<file path="src/rtl/fmap_channel_packer_if.sv">
// fmap_channel_packer_if
// Stream bundle for the conv2 output packer.
//   s_* : filter-serial int8 input stream (one element per cycle, tagged
//         with filter index and pixel row/column), valid/ready.
//   m_* : channel-parallel pixel output stream, valid/ready.
// Modports:
//   master : producer/consumer side (drives s_* and m_ready).
//   slave  : the packer itself (drives s_ready and m_*).
interface fmap_channel_packer_if #(
  parameter int OUT_CH = 32,
  parameter int IMG_H  = 14,
  parameter int IMG_W  = 14,
  parameter int DATA_W = 8
);
  localparam int FILT_W = $clog2(OUT_CH);
  localparam int Y_W    = $clog2(IMG_H);
  localparam int X_W    = $clog2(IMG_W);

  logic signed [DATA_W-1:0]      s_data;
  logic [FILT_W-1:0]             s_filter;
  logic [Y_W-1:0]                s_y;
  logic [X_W-1:0]                s_x;
  logic                          s_valid;
  logic                          s_ready;

  logic [0:OUT_CH-1][DATA_W-1:0] m_pixel;
  logic [Y_W-1:0]                m_y;
  logic [X_W-1:0]                m_x;
  logic                          m_last;
  logic                          m_valid;
  logic                          m_ready;

  modport master (
    output s_data, s_filter, s_y, s_x, s_valid, m_ready,
    input  s_ready, m_pixel, m_y, m_x, m_last, m_valid
  );

  modport slave (
    input  s_data, s_filter, s_y, s_x, s_valid, m_ready,
    output s_ready, m_pixel, m_y, m_x, m_last, m_valid
  );
endinterface

</file>
<file path="src/rtl/fmap_channel_packer.sv">
// fmap_channel_packer
// Collects filter-serial int8 results from the conv2 requantizer and packs
// each pixel's OUT_CH values into one channel-parallel vector, presented on
// a valid/ready stream. Two banks are used ping-pong so one pixel can fill
// while the previous one drains.
// Ports:
//   clk           clock
//   rst           asynchronous active-high reset
//   i_flush       synchronous clear of the partial fill and both banks
//   bus           fmap_channel_packer_if.slave (s_* input, m_* output)
//   o_frame_done  one-cycle pulse after the last pixel of a frame leaves
//   o_err_seq     sticky flag: an element arrived out of filter/tag order
module fmap_channel_packer #(
  parameter int OUT_CH = 32,
  parameter int IMG_H  = 14,
  parameter int IMG_W  = 14,
  parameter int DATA_W = 8
) (
  input  logic                 clk,
  input  logic                 rst,
  input  logic                 i_flush,
  fmap_channel_packer_if.slave bus,
  output logic                 o_frame_done,
  output logic                 o_err_seq
);

  localparam int FILT_W = $clog2(OUT_CH);
  localparam int Y_W    = $clog2(IMG_H);
  localparam int X_W    = $clog2(IMG_W);

  localparam logic [FILT_W-1:0] LAST_FILT = FILT_W'(OUT_CH - 1);
  localparam logic [Y_W-1:0]    LAST_Y    = Y_W'(IMG_H - 1);
  localparam logic [X_W-1:0]    LAST_X    = X_W'(IMG_W - 1);

  typedef enum logic [1:0] {
    BANK_EMPTY,
    BANK_FILLING,
    BANK_FULL
  } bank_state_t;

  bank_state_t                   r_bankState [2];
  logic [0:OUT_CH-1][DATA_W-1:0] r_bankData  [2];
  logic [Y_W-1:0]                r_bankY     [2];
  logic [X_W-1:0]                r_bankX     [2];
  logic                          r_wrBank;
  logic                          r_rdBank;
  logic [FILT_W-1:0]             r_fillCnt;
  logic                          r_frameDone;
  logic                          r_errSeq;

  logic w_sReady;
  logic w_accept;
  logic w_mValid;
  logic w_mLast;
  logic w_drain;
  logic w_tagOk;
  logic w_inOrder;
  logic w_restart;
  logic w_write;
  logic w_complete;
  logic w_seqErr;

  // Input is blocked only while the write bank still holds an undrained
  // pixel; out-of-order elements are still taken (and dropped) so the
  // producer is never stalled by a sequence error.
  assign w_sReady = ~rst & (r_bankState[r_wrBank] != BANK_FULL) & ~i_flush;
  assign w_accept = bus.s_valid & w_sReady;

  // The tag is only meaningful once the first element of a fill has
  // captured it.
  assign w_tagOk   = (r_fillCnt == '0) |
                     ((bus.s_y == r_bankY[r_wrBank]) & (bus.s_x == r_bankX[r_wrBank]));
  assign w_inOrder = (bus.s_filter == r_fillCnt) & w_tagOk;

  // A filter-0 element that breaks the sequence starts a fresh pixel.
  assign w_restart  = ~w_inOrder & (bus.s_filter == '0);
  assign w_write    = w_accept & (w_inOrder | w_restart);
  assign w_complete = w_accept & w_inOrder & (r_fillCnt == LAST_FILT);
  assign w_seqErr   = w_accept & ~w_inOrder;

  assign w_mValid = (r_bankState[r_rdBank] == BANK_FULL);
  assign w_mLast  = (r_bankY[r_rdBank] == LAST_Y) & (r_bankX[r_rdBank] == LAST_X);
  assign w_drain  = w_mValid & bus.m_ready;

  // Output is a straight mux of the read bank, so it holds steady for as
  // long as the consumer stalls.
  assign bus.s_ready = w_sReady;
  assign bus.m_valid = w_mValid;
  assign bus.m_pixel = r_bankData[r_rdBank];
  assign bus.m_y     = r_bankY[r_rdBank];
  assign bus.m_x     = r_bankX[r_rdBank];
  assign bus.m_last  = w_mLast;

  assign o_frame_done = r_frameDone;
  assign o_err_seq    = r_errSeq;

  // Bank bookkeeping. In-order and restart writes both land in slot
  // s_filter, so one write path covers both. Completion and drain always
  // address different banks (the write bank is never FULL while being
  // written, the read bank must be FULL to drain), so both can update in
  // the same edge. Flush empties the banks but keeps the pointers and the
  // sticky error flag.
  always_ff @(posedge clk or posedge rst) begin
    if (rst) begin
      for (int b = 0; b < 2; b++) begin
        r_bankState[b] <= BANK_EMPTY;
        r_bankData[b]  <= '0;
        r_bankY[b]     <= '0;
        r_bankX[b]     <= '0;
      end
      r_wrBank    <= 1'b0;
      r_rdBank    <= 1'b0;
      r_fillCnt   <= '0;
      r_frameDone <= 1'b0;
      r_errSeq    <= 1'b0;
    end else if (i_flush) begin
      r_bankState[0] <= BANK_EMPTY;
      r_bankState[1] <= BANK_EMPTY;
      r_fillCnt      <= '0;
      r_frameDone    <= 1'b0;
    end else begin
      r_frameDone <= w_drain & w_mLast;

      if (w_seqErr) begin
        r_errSeq <= 1'b1;
      end

      if (w_write) begin
        r_bankData[r_wrBank][bus.s_filter] <= bus.s_data;
        if (bus.s_filter == '0) begin
          r_bankY[r_wrBank] <= bus.s_y;
          r_bankX[r_wrBank] <= bus.s_x;
        end
      end

      if (w_complete) begin
        r_bankState[r_wrBank] <= BANK_FULL;
        r_wrBank              <= ~r_wrBank;
        r_fillCnt             <= '0;
      end else if (w_write) begin
        r_bankState[r_wrBank] <= BANK_FILLING;
        r_fillCnt             <= bus.s_filter + FILT_W'(1);
      end

      if (w_drain) begin
        r_bankState[r_rdBank] <= BANK_EMPTY;
        r_rdBank              <= ~r_rdBank;
      end
    end
  end

endmodule

</file>
<file path="src/flat_wrapper.sv">
// flat-port wrapper written by rule: the top's interface ports become plain ports
module fmap_channel_packer_flat 
#(
  parameter int OUT_CH = 32,
  parameter int IMG_H  = 14,
  parameter int IMG_W  = 14,
  parameter int DATA_W = 8
)
  (clk, rst, i_flush, o_frame_done, o_err_seq, bus_s_data, bus_s_filter, bus_s_y, bus_s_x, bus_s_valid, bus_m_ready, bus_s_ready, bus_m_pixel, bus_m_y, bus_m_x, bus_m_last, bus_m_valid);
  fmap_channel_packer_if #(.OUT_CH(OUT_CH), .IMG_H(IMG_H), .IMG_W(IMG_W), .DATA_W(DATA_W)) bus_i ();
  input  logic clk;
  input  logic rst;
  input  logic i_flush;
  output logic o_frame_done;
  output logic o_err_seq;
  input wire logic [$bits(bus_i.s_data)-1:0] bus_s_data;
  input wire logic [$bits(bus_i.s_filter)-1:0] bus_s_filter;
  input wire logic [$bits(bus_i.s_y)-1:0] bus_s_y;
  input wire logic [$bits(bus_i.s_x)-1:0] bus_s_x;
  input wire logic [$bits(bus_i.s_valid)-1:0] bus_s_valid;
  input wire logic [$bits(bus_i.m_ready)-1:0] bus_m_ready;
  output wire logic [$bits(bus_i.s_ready)-1:0] bus_s_ready;
  output wire logic [$bits(bus_i.m_pixel)-1:0] bus_m_pixel;
  output wire logic [$bits(bus_i.m_y)-1:0] bus_m_y;
  output wire logic [$bits(bus_i.m_x)-1:0] bus_m_x;
  output wire logic [$bits(bus_i.m_last)-1:0] bus_m_last;
  output wire logic [$bits(bus_i.m_valid)-1:0] bus_m_valid;
  assign bus_i.s_data = bus_s_data;
  assign bus_i.s_filter = bus_s_filter;
  assign bus_i.s_y = bus_s_y;
  assign bus_i.s_x = bus_s_x;
  assign bus_i.s_valid = bus_s_valid;
  assign bus_i.m_ready = bus_m_ready;
  assign bus_s_ready = bus_i.s_ready;
  assign bus_m_pixel = bus_i.m_pixel;
  assign bus_m_y = bus_i.m_y;
  assign bus_m_x = bus_i.m_x;
  assign bus_m_last = bus_i.m_last;
  assign bus_m_valid = bus_i.m_valid;
  fmap_channel_packer #(.OUT_CH(OUT_CH), .IMG_H(IMG_H), .IMG_W(IMG_W), .DATA_W(DATA_W)) u_core (.clk(clk), .rst(rst), .i_flush(i_flush), .bus(bus_i), .o_frame_done(o_frame_done), .o_err_seq(o_err_seq));
endmodule
</file>
<file path="config.mk">
export PLATFORM = sky130hd
export DESIGN_NAME = fmap_channel_packer_flat
export DESIGN_NICKNAME = d
export VERILOG_FILES = /design/src/rtl/fmap_channel_packer_if.sv /design/src/rtl/fmap_channel_packer.sv /design/src/flat_wrapper.sv
export SDC_FILE = /design/constraint.sdc
export NUM_CORES = 1
export LEC_CHECK = 0
export CORE_AREA = 2 2 228 230
export DETAILED_ROUTE_END_ITERATION = 7
export DIE_AREA = 0 0 230 232
export PLACE_DENSITY = 0.69
export SYNTH_ARGS = -nofsm -noshare
export SYNTH_HDL_FRONTEND = slang
export SYNTH_SLANG_ARGS = --single-unit
</file>
<file path="constraint.sdc">
create_clock -name clk -period 29.4 [get_ports clk]
set_input_delay 2.94 -clock clk [delete_from_list [all_inputs] [get_ports clk]]
set_output_delay 2.94 -clock clk [all_outputs]
set_load 0.005 [all_outputs]
</file>
# Word level (Yosys, flattened, before mapping)
# Index checks and enable logic that the tools add are counted.
op_classes:
  addsub: 1
  mul: 0
  div: 0
  n_lt_le_gt_ge: 6
  n_eq_ne: 8
  n_shift: 0
  mux: 43
  bitwise: 31
  n_reduce_logical: 11
op_table:
  columns: ["cell", "n"]
  rows:
  - ["$mux 256", 4]
  - ["$bwmux 512", 1]
  - ["$demux 256 s1", 1]
  - ["$mux 4", 18]
  - ["$demux 8 s5", 1]
  - ["$bwmux 8", 2]
  - ["$mux 2", 8]
  - ["$mux 5", 3]
  - ["$and 1x1->1", 13]
  - ["$logic_not 5->1", 2]
  - ["$eq 4x4->1", 2]
  - ["$eq 4x4->1 const B", 2]
  - ["$mux 8", 1]
  - ["$reduce_and 2->1", 4]
  - ["$ge 6x6->1 const B", 1]
  - ["$lt 6x1->1 const B", 1]
  - ["$not 5->6", 1]
  - ["$add 5x1->5 const B", 1]
  - ["$eq 5x5->1", 1]
  - ["$eq 5x5->1 const B", 1]
  - ["$not 1->1", 5]
  - ["$and 2x2->2", 2]
  - ["$and 4x4->4", 1]
  - ["$demux 2 s1", 2]
  - ["other kinds (14)", 22]
word_totals:
  register_bits: 541
  latchBits: 0
  ram_bits: 0
  mem_bits_ro: 0
  inputBits: 26
  out_inout_bits: 269
  word_cells: 175
  mem_count: 0

# Logic depth before layout (Yosys ltp)
# Gate-level depths: netlist (run 1).
depth:
  depth_word: 18
  ltp_mapped: 10
  mapped_depth_nobuf: 7

# Least setup slack after synthesis (run 1)
# No wires, ideal clock.
synth_timing:
  kind: "input port to output port"
  start: "in rst"
  end: "out bus_s_ready"
  arrival_ns: 3.144
  t_required_ns: 26.460
  slack_ns: 23.316
  cell_stages: 1
  path_buffers: 0
  cell_sequence: "nor3_1"
synth_via:
  elab_chain_len: 3
synth_rtl:
  columns: ["item", "line_no", "source"]
  rows:
  - ["from (decl)", "flat_wrapper.sv:12", "input logic rst;"]
  - ["$not 1->1", "fmap_channel_packer.sv:66", "assign w_sReady = ~rst & (r_bankState[r_wrBank] != BANK_FULL) & ~i_flush;"]
  - ["$and 1x1->1 (2 in series)", "fmap_channel_packer.sv:66", null]
  - ["to (decl)", "flat_wrapper.sv:22", "output wire logic [$bits(bus_i.s_ready)-1:0] bus_s_ready;"]
# Every way passes these cells.

# Final worst setup path (run 1)
layout_timing:
  start: "in i_flush"
  end: "out bus_s_ready"
layout_via:
  elab_chain_len: 2
layout_rtl:
  columns: ["item", "line_no", "source"]
  rows:
  - ["from (decl)", "flat_wrapper.sv:13", "input logic i_flush;"]
  - ["$not 1->1 (no source line)", null, null]
  - ["$and 1x1->1", "fmap_channel_packer.sv:66", null]
# Every way passes these cells.

==> results of run 1 <==
-- flip-flops by register name, summed over array words and instances, names as in the netlist --
signal / count
u_core.r_fillCnt: 5
u_core.r_rdBank: 1
u_core.r_bankX: 8
u_core.r_bankState: 4
u_core.r_wrBank: 1
u_core.r_bankData: 512
u_core.r_bankY: 8
u_core.o_err_seq: 1
u_core.o_frame_done: 1
-- metrics by stage --
stage	power (W)	area [sq um]	hold slack (ns)	cells
finish	0.001552	30160	0.4839	2673
global route	0.001609	30160	0.4957	2673
CTS	0.001570	30160	0.4883	2673
detailed placement	0.0008409	28250	0.4752	2568
global placement	0.0008389	28250	0.4674	2568
floorplan	0.0008087	24780	0.4585	1694
-- critical path, cell delays in order --
cell	delay, ns
clkdlybuf4s50_1	0.57
nor3_1	0.27
clkdlybuf4s50_1	0.53
-- cell usage in the layout, fill, tap and decap left out, types with 5 or more instances in the layout --
master / synthesis / final
mux2_2: 581 / 581
dfrtp_1: 541 / 540
clkdlybuf4s50_1: 0 / 285
mux2_1: 209 / 209
clkbuf_16: 0 / 59
nor2_1: 31 / 31
nor3_1: 29 / 28
o211ai_1: 26 / 26
nand2_1: 21 / 21
buf_4: 1 / 21
nand4_4: 17 / 17
clkbuf_8: 0 / 16
clkbuf_1: 91 / 15
xnor2_1: 13 / 13
mux2i_1: 11 / 11
inv_1: 11 / 10
clkinv_2: 0 / 9
buf_2: 6 / 8
nor3_2: 6 / 7
o2111ai_2: 6 / 6
a21oi_1: 6 / 5
nand2b_1: 5 / 5
-- worst max path at each step --
stage                     slack (ns)  depth (start not counted)          endpoint             from
final                          22.14                          3       bus_s_ready          i_flush
after global routing           22.05                          5        bus_m_last  u_core.r_rdBank
after CTS                      22.17                          3       bus_s_ready          i_flush
after detailed placement       22.17                          3       bus_s_ready          i_flush
after global placement         22.20                          3       bus_s_ready              rst
after floorplan                11.34                          1  u_core.o_err_seq              rst
-- power by group --
group | internal, W | total (W) | switching [W] | leakage, nW
logic | 0.0000227 | 0.0000737 | 0.0000509 | 6.23
clock network | 0.000433 | 0.000726 | 0.000293 | 0.942
registers | 0.000750 | 0.000752 | 0.00000273 | 7.54
-- final cells by class --
type                    count  area, sq um  share of cell area, %
well taps                 680        850.8                  2.821
clock buffers              90         1753                  5.812
clock inverters            15        158.9                 0.5268
multi-input cells        1021        10740                  35.60
inverters                  11        48.80                 0.1618
flip-flops and latches    541        13540                  44.90
repair buffers            315         3070                  10.18
-- per-layer routing --
layer / vias up / part of all wire [%] / GRT usage (%)
li1: 6669 / - / -
met1: 7906 / 44 / 32.05
met2: 315 / 48 / 38.10
met3: 92 / 5.2 / 5.440
met4: 0 / 2.7 / 6.633
met5: - / 0 / 0
-- logic make-up (layout without fill, tap and decap cells) --
group / Yosys count / in the layout / synth area share (%)
multiplexers: 801 / 801 / 36.35
AO/OA/AOI/OAI: 61 / 61 / 1.990
adder cells (fa/ha/maj): 4 / 4 / 0.2020
AND/OR/NAND/NOR: 139 / 139 / 4.111
XOR/XNOR: 16 / 16 / 0.5657
buffers and inverters: 132 / 431 / 2.136
flip-flops: 541 / 541 / 54.64
==> metrics.md, run 1 <==
| Metric | Value |
|---|---|
| Average size of a mapped cell | `~15 sq um` |
| Vias in the first global route | `approximately 16,000` |
| Worst setup margin | `22.14 ns` |
| Critical Path RT | `about 26 ns` |
| Hold Path Cell Cnt | `1` |
| Max VDD drop | `44.43 uV` |
| Synth unique cells | `49` |
| CTS hold repair buffers | `0` |
| Synth-to-Final Area Change | `21.74%` |
| RSZ-0062 raised after global routing | `false` |
| Worst clock skew | `0.01568 ns` |
| Max_cap viols | `0` |
| Syn. warnings | `0` |
| # setup viols final | `0` |
| DP Worst Slack | `22.17 ns` |
| Tot GR Track Use | `23.60%` |
| Clock Sinks | `541` |
| EDFF count, synth | `0` |
| Remaining Overflow, GRT | `0` |
| Hold Path Origin | `u_core.r_bankData[355]` |
| Vias | `between 10,000 and 15,000` |
| Most common cell in the netlist | `mux2_2` |
| Worst min path class | `register to register` |
| Ys async rst share | `100.0%` |
| Clock Latency Late Sink | `roughly 0.6 ns` |
| Synth area leader | `dfrtp_1` |
| Hold EP | `u_core.r_bankData[355]` |
| Synth top area cells | `dfrtp_1, mux2_2, mux2_1, nand4_4, clkbuf_1` |
| DR DRC count | `0` |
| Vias per inst | `5.605` |
| Final Hold Fails | `0` |
| Worst-Margin Slew | `between 1 and 1.5 ns` |
| Antenna-violating nets left | `0` |
| Worst flop-to-flop path startpoint | `u_core.r_wrBank` |
| Share of the synthesized area in the top cell type | `54.64%` |
| Mapped cell area | `24,780 sq um` |
| Initial antenna violation count | `0` |
| DRT Pass-1 Iters | `5` |
| Arrival @ worst endpoint | `approximately 4.3 ns` |
| PD cells | `51.46 nW/um^2` |
| Leak | `14.72 nW` |
| Reg2reg setup slack | `25.17 ns` |
| PortBufs | `between 200 and 300` |
| Prevailing post-synth register cell | `dfrtp_1` |
| Mapped Cells | `1,694` |
| Synth Register Bits | `between 500 and 600` |
| Post-synth top cells | `mux2_2, dfrtp_1, mux2_1` |
| Die width | `approximately 230 um` |
| Startpoint Class | `input pin` |
| Post-CTS sizing | `0` |
| Site Rows | `83` |
| Fillers | `4,052` |
| Nets | `1,977` |
| Slew headroom | `26.69%` |
| Clock root buffer | `clkbuf_16` |
| Largest net degree at the start of global routing | `around 140` |
| Die H | `232 um` |
| Slew Limit Fails | `0` |
| Post-layout util | `59.27%` |
| WL final | `62.39 mm` |
| Clock Path Buffers | `3` |
| R2R depth | `8` |
| Largest fanout on the critical path | `6` |
| Crit. End Element | `output port` |
| Initial Utilization | `48.69%` |
| Fmax | `137.7 MHz` |
| Synth Net Count | `between 1,500 and 2,000` |
| DP HPWL | `38.24 mm` |
| CTS buffer count | `57` |
| Iter 0 DRT Violations | `approximately 830` |
| Layout cells sized above 1 | `37.43%` |
| WL/cell | `23.34 um` |
| Minimum clock period | `7.261 ns` |
| Postcts setup bufs | `0` |
| Core ar. | `50,890 sq um` |
| Clock transition at path regs | `0.06 ns` |
| Sequential area share after synthesis | `between 50% and 60%` |
| Setup TNS | `0 ns` |
| Critical setup path kind | `input pin to output port` |
| Final GP Congestion | `0.8202` |
| Status | `finished clean` |
| Die Area | `53,360 sq um` |
| H-tree lvl count | `2` |
| Antenna diode count | `0` |
| Final period utilization | `24.70%` |
| First-pass GRT wire length | `a little under 100 mm` |
| Worst reg2reg endpoint | `u_core.r_bankData[415]` |
| CTS tree | `done` |
| I/O pin total | `295` |
(Power assumes the default switching activity.)
==> run 2: changes to the inputs <==
--- a/config.mk
+++ b/config.mk
@@ -8,7 +8,7 @@
 export CORE_AREA = 2 2 228 230
 export DETAILED_ROUTE_END_ITERATION = 7
 export DIE_AREA = 0 0 230 232
-export PLACE_DENSITY = 0.69
+export PLACE_DENSITY = 0.72
 export SYNTH_ARGS = -nofsm -noshare
 export SYNTH_HDL_FRONTEND = slang
 export SYNTH_SLANG_ARGS = --single-unit
==> constraint.sdc (replaced) <==
create_clock -name clk -period 5.9 [get_ports clk]
set_input_delay 0.59 -clock clk [delete_from_list [all_inputs] [get_ports clk]]
set_output_delay 0.59 -clock clk [all_outputs]
set_load 0.005 [all_outputs]
==> metrics.md, run 2 (same netlist as run 1, synthesis figures left out) <==
| Metric | Value |
|---|---|
| # setup viols final | `0 (unchanged)` |
| Arrival @ worst endpoint | `3.31 ns (was 4.32 ns)` |
| Storage element area | `13,540 sq um (unchanged)` |
| Synth-to-Final Area Change | `21.98% (was 21.74%)` |
| Crit. End Element | `output port (unchanged)` |
| Final GP Congestion | `0.7874 (was 0.8202)` |
| Critical Path RT | `5.31 ns (was 26.46 ns)` |
| Critical setup path kind | `register to output port (was input pin to output port)` |
| Clock Sinks | `541 (unchanged)` |
| Largest net degree at the start of global routing | `200 (was 142)` |
| Max stage delay cell, worst path | `buf_4 (was clkdlybuf4s50_1)` |
| Post-CTS sizing | `0 (unchanged)` |
| Slowest stage delay, CP | `0.92 ns (was 0.57 ns)` |
| Slew Limit Fails | `0 (unchanged)` |
| Most common cell after layout, fill and taps aside | `mux2_2 (unchanged)` |
| Area of the multi-input gates | `10,740 sq um (unchanged)` |
| Reg2reg setup slack | `2.01 ns (was 25.17 ns)` |
| Initial antenna violation count | `1 (was 0)` |
| RSZ-0062 raised after global routing | `false (unchanged)` |
| Minimum clock period | `3.902 ns` |
| Initial Utilization | `48.69% (unchanged)` |
| Vias | `14,926 (was 14,982)` |
| Remaining Overflow, GRT | `0 (unchanged)` |
| WL final | `62.57 mm (was 62.39 mm)` |
| Clock Latency Late Sink | `0.62 ns (was 0.60 ns)` |
| CTS buffer count | `57 (unchanged)` |
| PortBufs | `294 (unchanged)` |
| Post-layout util | `59.39% (was 59.27%)` |
| Startpoint Class | `register (was input pin)` |
| WL/cell | `23.40 um (was 23.34 um)` |
| Commonest cells after routing, fill and taps aside | `mux2_2, dfrtp_1, clkdlybuf4s50_1, mux2_1, clkbuf_16 (unchanged)` |
| Nets | `1,979 (was 1,977)` |
| Die width | `230 um (unchanged)` |
| I/O pin total | `295 (unchanged)` |
| Leak | `14.75 nW (was 14.72 nW)` |
| DR DRC count | `0 (unchanged)` |
| Top reg by flops | `u_core.r_bankData (unchanged)` |
| Worst-Margin Slew | `1.118 ns (was 1.100 ns)` |
| Core ar. | `50,890 sq um (unchanged)` |
| Layout cells sized above 1 | `37.41% (was 37.43%)` |
| Vias per inst | `5.582 (was 5.605)` |
| Clock transition at path regs | `0.06 ns (about the same)` |
| Largest fanout on the critical path | `76 (was 6)` |
| Largest registers | `u_core.r_bankData: 512 flops, u_core.r_bankX: 8 flops, u_core.r_bankY: 8 flops (unchanged)` |
| Worst flop-to-flop path startpoint | `u_core.r_wrBank (unchanged)` |
| Postcts setup bufs | `0 (unchanged)` |
| Final Hold Fails | `0 (unchanged)` |
| Buf+Inv Stages, Crit Path | `2 (unchanged)` |
| Max reg flops | `512 (unchanged)` |
| Antenna-violating nets left | `0 (unchanged)` |
| H-tree lvl count | `2 (unchanged)` |
| Iter 0 DRT Violations | `773 (was 832)` |
| Worst reg2reg endpoint | `u_core.r_bankData[115] (was u_core.r_bankData[415])` |
| Hold slack | `0.4526 ns (was 0.4839 ns)` |
| First-pass GRT wire length | `96.66 mm (was 96.65 mm)` |
| DP HPWL | `38.44 mm (was 38.24 mm)` |
| Die H | `232 um (unchanged)` |
| Clock Path Buffers | `3 (unchanged)` |
| R2R depth | `7 (was 8)` |
| Fillers | `4,026 (was 4,052)` |
| Clock root buffer | `clkbuf_16 (unchanged)` |
| Die Area | `53,360 sq um (unchanged)` |
| CTS tree | `done (unchanged)` |
| PD cells | `257.9 nW/um^2 (was 51.46 nW/um^2)` |
| Worst clock skew | `0.03277 ns (was 0.01568 ns)` |
| Max VDD drop | `237.3 uV (was 44.43 uV)` |
| CP Cell Sequence | `buf_4 > mux2_2 > clkdlybuf4s50_1 (was clkdlybuf4s50_1 > nor3_1 > clkdlybuf4s50_1)` |
| Delay-heaviest family, CP | `buffers and inverters (unchanged)` |
| Worst min path class | `input pin to asynchronous set/reset pin (was register to register)` |
| Tot GR Track Use | `23.62% (was 23.60%)` |
| CTS hold repair buffers | `0 (unchanged)` |
| Final period utilization | `66.14%` |
| Slew headroom | `25.47% (was 26.69%)` |
| Vias in the first global route | `15,926 (was 15,742)` |
| Site Rows | `83 (unchanged)` |
| DRT Pass-1 Iters | `4 (was 5)` |
| Max_cap viols | `0 (unchanged)` |
| Fmax | `256.3 MHz` |
| Status | `finished clean (unchanged)` |
| Antenna diode count | `0 (unchanged)` |
-- run 2: final cells by class --
cell class	instances	area share, %
clock buffers	89	5.684
clock inverters	15	0.7204
inverters	11	0.1490
multi-input cells	1021	35.53
flip-flops and latches	541	44.81
well taps	680	2.815
repair buffers	317	10.29
-- run 2: stage by stage --
stage	power (W)	setup slack (ns)	setup TNS (ns)	cell area (sq um)	std cells
after detailed placement	0.004194	1.838	0	28290	2570
after floorplan	0.004031	-2.048	-1107.95	24780	1694
after global routing	0.008082	1.796	0	30220	2674
after CTS	0.007892	1.982	0	30220	2674
after global placement	0.004187	1.864	0	28290	2570
final	0.007793	1.998	0	30220	2674
-- run 2: worst max-delay path by stage --
| stage | startpoint | end | slack [ns] | cells after the start |
|---|---|---|---|---|
| after floorplan | rst | u_core.o_err_seq | -2.05 | 1 |
| after global placement | bus_s_y[0] | u_core.r_bankData[374] | 1.86 | 6 |
| after detailed placement | bus_s_y[0] | u_core.r_bankData[353] | 1.84 | 7 |
| after CTS | u_core.r_rdBank | bus_m_pixel[54] | 1.98 | 3 |
| after global routing | u_core.r_wrBank | u_core.r_bankData[32] | 1.80 | 7 |
| final | u_core.r_rdBank | bus_m_pixel[53] | 2.00 | 3 |
-- run 2: per-layer routing --
metal	share of wire [%]	routed length [um]	up-vias	GRT usage (%)
met5	0.018	11	-	0
met4	2.6	1631	2	7.339
met3	5.1	3204	89	5.157
met2	49	30560	298	39.23
met1	43	27170	7871	31.02
li1	-	-	6666	-
-- run 2: where the power goes --
part | switching, W | internal (W)
clock network | 0.00146 | 0.00221
logic | 0.000257 | 0.000116
registers | 0.0000135 | 0.00374
==> run 3: changes to the inputs <==
==> constraint.sdc (replaced) <==
create_clock -name clk -period 3.1 [get_ports clk]
set_input_delay 0.31 -clock clk [delete_from_list [all_inputs] [get_ports clk]]
set_output_delay 0.31 -clock clk [all_outputs]
set_load 0.005 [all_outputs]
==> metrics.md, run 3 (same netlist as run 1, synthesis figures left out) <==
| Metric | Value |
|---|---|
| Status | `finished clean (unchanged)` |
| Slew headroom | `28.73% (was 25.47%)` |
| Final Hold Fails | `0 (unchanged)` |
| PortBufs | `294 (unchanged)` |
| WL final | `64.19 mm (was 62.57 mm)` |
| R2R depth | `10 (was 7)` |
| Combinational share of power | `5.4% (was 4.8%)` |
| Clock Latency Late Sink | `0.60 ns (was 0.62 ns)` |
| Initial Utilization | `48.69% (unchanged)` |
| Critical Path RT | `2.79 ns (was 5.31 ns)` |
| Vias per inst | `5.561 (was 5.582)` |
| Largest fanout on the critical path | `115 (was 76)` |
| Setup TNS | `0 ns (unchanged)` |
| Sw Ratio | `22.28% (was 22.23%)` |
| Clock transition at path regs | `0.06 ns (about the same)` |
| Internal power | `0.01143 W (was 0.006060 W)` |
| Vias in the first global route | `16,316 (was 15,926)` |
| Most common cell after layout, fill and taps aside | `mux2_2 (unchanged)` |
| Hold EP | `u_core.r_fillCnt[3]` |
| Max VDD drop | `417.9 uV (was 237.3 uV)` |
| Nets | `2,059 (was 1,979)` |
| Post-route cell area | `31,070 sq um (was 30,220 sq um)` |
| PD cells | `473.3 nW/um^2 (was 257.9 nW/um^2)` |
| CTS buffer count | `55 (was 57)` |
| Commonest cells after routing, fill and taps aside | `mux2_2, dfrtp_1, clkdlybuf4s50_1, mux2_1, buf_4 (was mux2_2, dfrtp_1, clkdlybuf4s50_1, mux2_1, clkbuf_16)` |
| Synth-to-Final Area Change | `25.41% (was 21.98%)` |
| Fmax | `roughly 330 MHz` |
| Slew Limit Fails | `0 (unchanged)` |
| Max stage delay cell, worst path | `dfrtp_4 (was buf_4)` |
| Clock Path Buffers | `3 (unchanged)` |
| I/O pin total | `295 (unchanged)` |
| Final GP Congestion | `0.8017 (was 0.7874)` |
| Max_cap viols | `0 (unchanged)` |
| Remaining Overflow, GRT | `0 (unchanged)` |
| Iter 0 DRT Violations | `736 (was 773)` |
| Site Rows | `83 (unchanged)` |
| Clock Sinks | `541 (unchanged)` |
| Worst reg2reg endpoint | `u_core.r_bankData[397] (was u_core.r_bankData[115])` |
| Vias | `15,297 (was 14,926)` |
| DR DRC count | `0 (unchanged)` |
| Register share of total power | `48.5% (was 48.1%)` |
| Hold Path Origin | `bus_s_filter[2]` |
| # setup viols final | `0 (unchanged)` |
| Die Area | `53,360 sq um (unchanged)` |
| Critical setup path kind | `register to output port (unchanged)` |
| Layout cells sized above 1 | `40.10% (was 37.41%)` |
| Largest registers | `u_core.r_bankData: 512 flops, u_core.r_bankX: 8 flops, u_core.r_bankY: 8 flops (unchanged)` |
| Minimum clock period | `3.036 ns` |
| Hold Path Cell Cnt | `4` |
| Final period utilization | `97.94%` |
| Worst clock skew | `0.01399 ns (was 0.03277 ns)` |
| Slowest stage delay, CP | `0.54 ns (was 0.92 ns)` |
| DRT Pass-1 Iters | `4 (unchanged)` |
| Top reg by flops | `u_core.r_bankData (unchanged)` |
| H-tree lvl count | `2 (unchanged)` |
| Arrival @ worst endpoint | `2.73 ns (was 3.31 ns)` |
| WL/cell | `23.33 um (was 23.40 um)` |
| Clk pwr share | `46.1% (was 47.1%)` |
| CTS tree | `done (unchanged)` |
| Max reg flops | `512 (unchanged)` |
| Worst-Margin Slew | `1.069 ns (was 1.118 ns)` |
| Die H | `232 um (unchanged)` |
| Worst flop-to-flop path startpoint | `u_core.r_wrBank (unchanged)` |
| Post-layout util | `61.06% (was 59.39%)` |
| Hold slack | `0.1704 ns (was 0.4526 ns)` |
| First-pass GRT wire length | `99.59 mm (was 96.66 mm)` |
| Clock root buffer | `clkbuf_16 (unchanged)` |
| Die width | `230 um (unchanged)` |
| Crit. End Element | `output port (unchanged)` |
| Startpoint Class | `register (unchanged)` |
| Antenna-violating nets left | `0 (unchanged)` |
| Dpl cell area | `29,120 sq um (was 28,290 sq um)` |
| Worst min path class | `input pin to register (was input pin to asynchronous set/reset pin)` |
| CP Cell Sequence | `buf_12 > mux2_2 > clkdlybuf4s50_1 (was buf_4 > mux2_2 > clkdlybuf4s50_1)` |
| CTS hold repair buffers | `0 (unchanged)` |
| Reg2reg setup slack | `0.11 ns (was 2.01 ns)` |
| Tot GR Track Use | `24.19% (was 23.62%)` |
| Initial antenna violation count | `1 (unchanged)` |
| Sw Pwr | `0.003277 W (was 0.001733 W)` |
| Core ar. | `50,890 sq um (unchanged)` |
| Largest net degree at the start of global routing | `121 (was 200)` |
| DP HPWL | `42.34 mm (was 38.44 mm)` |
| Leak | `15.20 nW (was 14.75 nW)` |
| RSZ-0062 raised after global routing | `true (was false)` |
run 3: cell count changes in the layout (fill, tap and decap cells not counted), sizes merged:
cell | previous run | this run
buf | 32 | 113
clkinvlp | 1 | 2
bufinv | 5 | 4
clkbuf | 89 | 83
clkinv | 9 | 11
diode | 0 | 1
inv | 11 | 10
run 3: power by group through the flow:
| stage | Sequential (W) | Clock, W | Combinational (W) |
|---|---|---|---|
| 6_report | 0.00713 | 0.00678 | 0.000794 |
| 3_5_place_dp | 0.00726 | 0 | 0.000791 |
| 5_1_grt | 0.00713 | 0.00723 | 0.000867 |
| 4_1_cts | 0.00713 | 0.00691 | 0.000794 |
| 2_1_floorplan | 0.00726 | 0 | 0.000410 |
| 3_3_place_gp | 0.00726 | 0 | 0.000776 |
run 3: worst max-delay path by stage:
stage,start,end,slack (ns)
floorplan,rst,u_core.o_err_seq,-4.57
finish,u_core.r_rdBank,bus_m_pixel[113],0.06
detailed placement,u_core.r_wrBank,u_core.r_bankData[341],-0.08
global placement,u_core.r_wrBank,u_core.r_bankData[397],-0.03
global route,u_core.r_rdBank,bus_m_pixel[54],-0.001
CTS,u_core.r_rdBank,bus_m_pixel[238],0.03
run 3: stage by stage:
step	worst slack, ns	power [W]	cells
final	0.06373	0.01471	2751
after global routing	-0.001014	0.01523	2750
after CTS	0.02929	0.01484	2743
after detailed placement	-0.07991	0.008053	2645
after global placement	-0.03037	0.008035	2645
after floorplan	-4.568	0.007672	1694
run 3: worst max-delay path: cells and delay by family (launching register included):
kind	cells	cell delay, ns
buffers and inverters	2	0.95
DFF	1	0.54
muxes	1	0.41
run 3: layout make-up:
cell class                 count  area, sq um
inverter                      11        45.04
clock inverter                16        186.4
antenna                        1        2.502
clock buffer                  82         1670
timing repair buffer         399         4020
tap                          680        850.8
multi-input combinational   1021        10750
sequential                   541        13540
fill                        3914        19820
run 3: timing repair:
action                     4_1_cts  5_1_grt
pin swaps                        0        1
resized for setup                1        3
setup buffers                    0        6
cloned                           0        1
setup endpoints to repair       34       58
run 3: routing by layer:
layer,GRT usage [%],part of all wire (%),up-vias
li1,-,-,6823
met1,33.33,45,8055
met2,39.72,48,326
met3,3.831,4.4,91
met4,7.016,2.4,2
met5,0,0.020,-
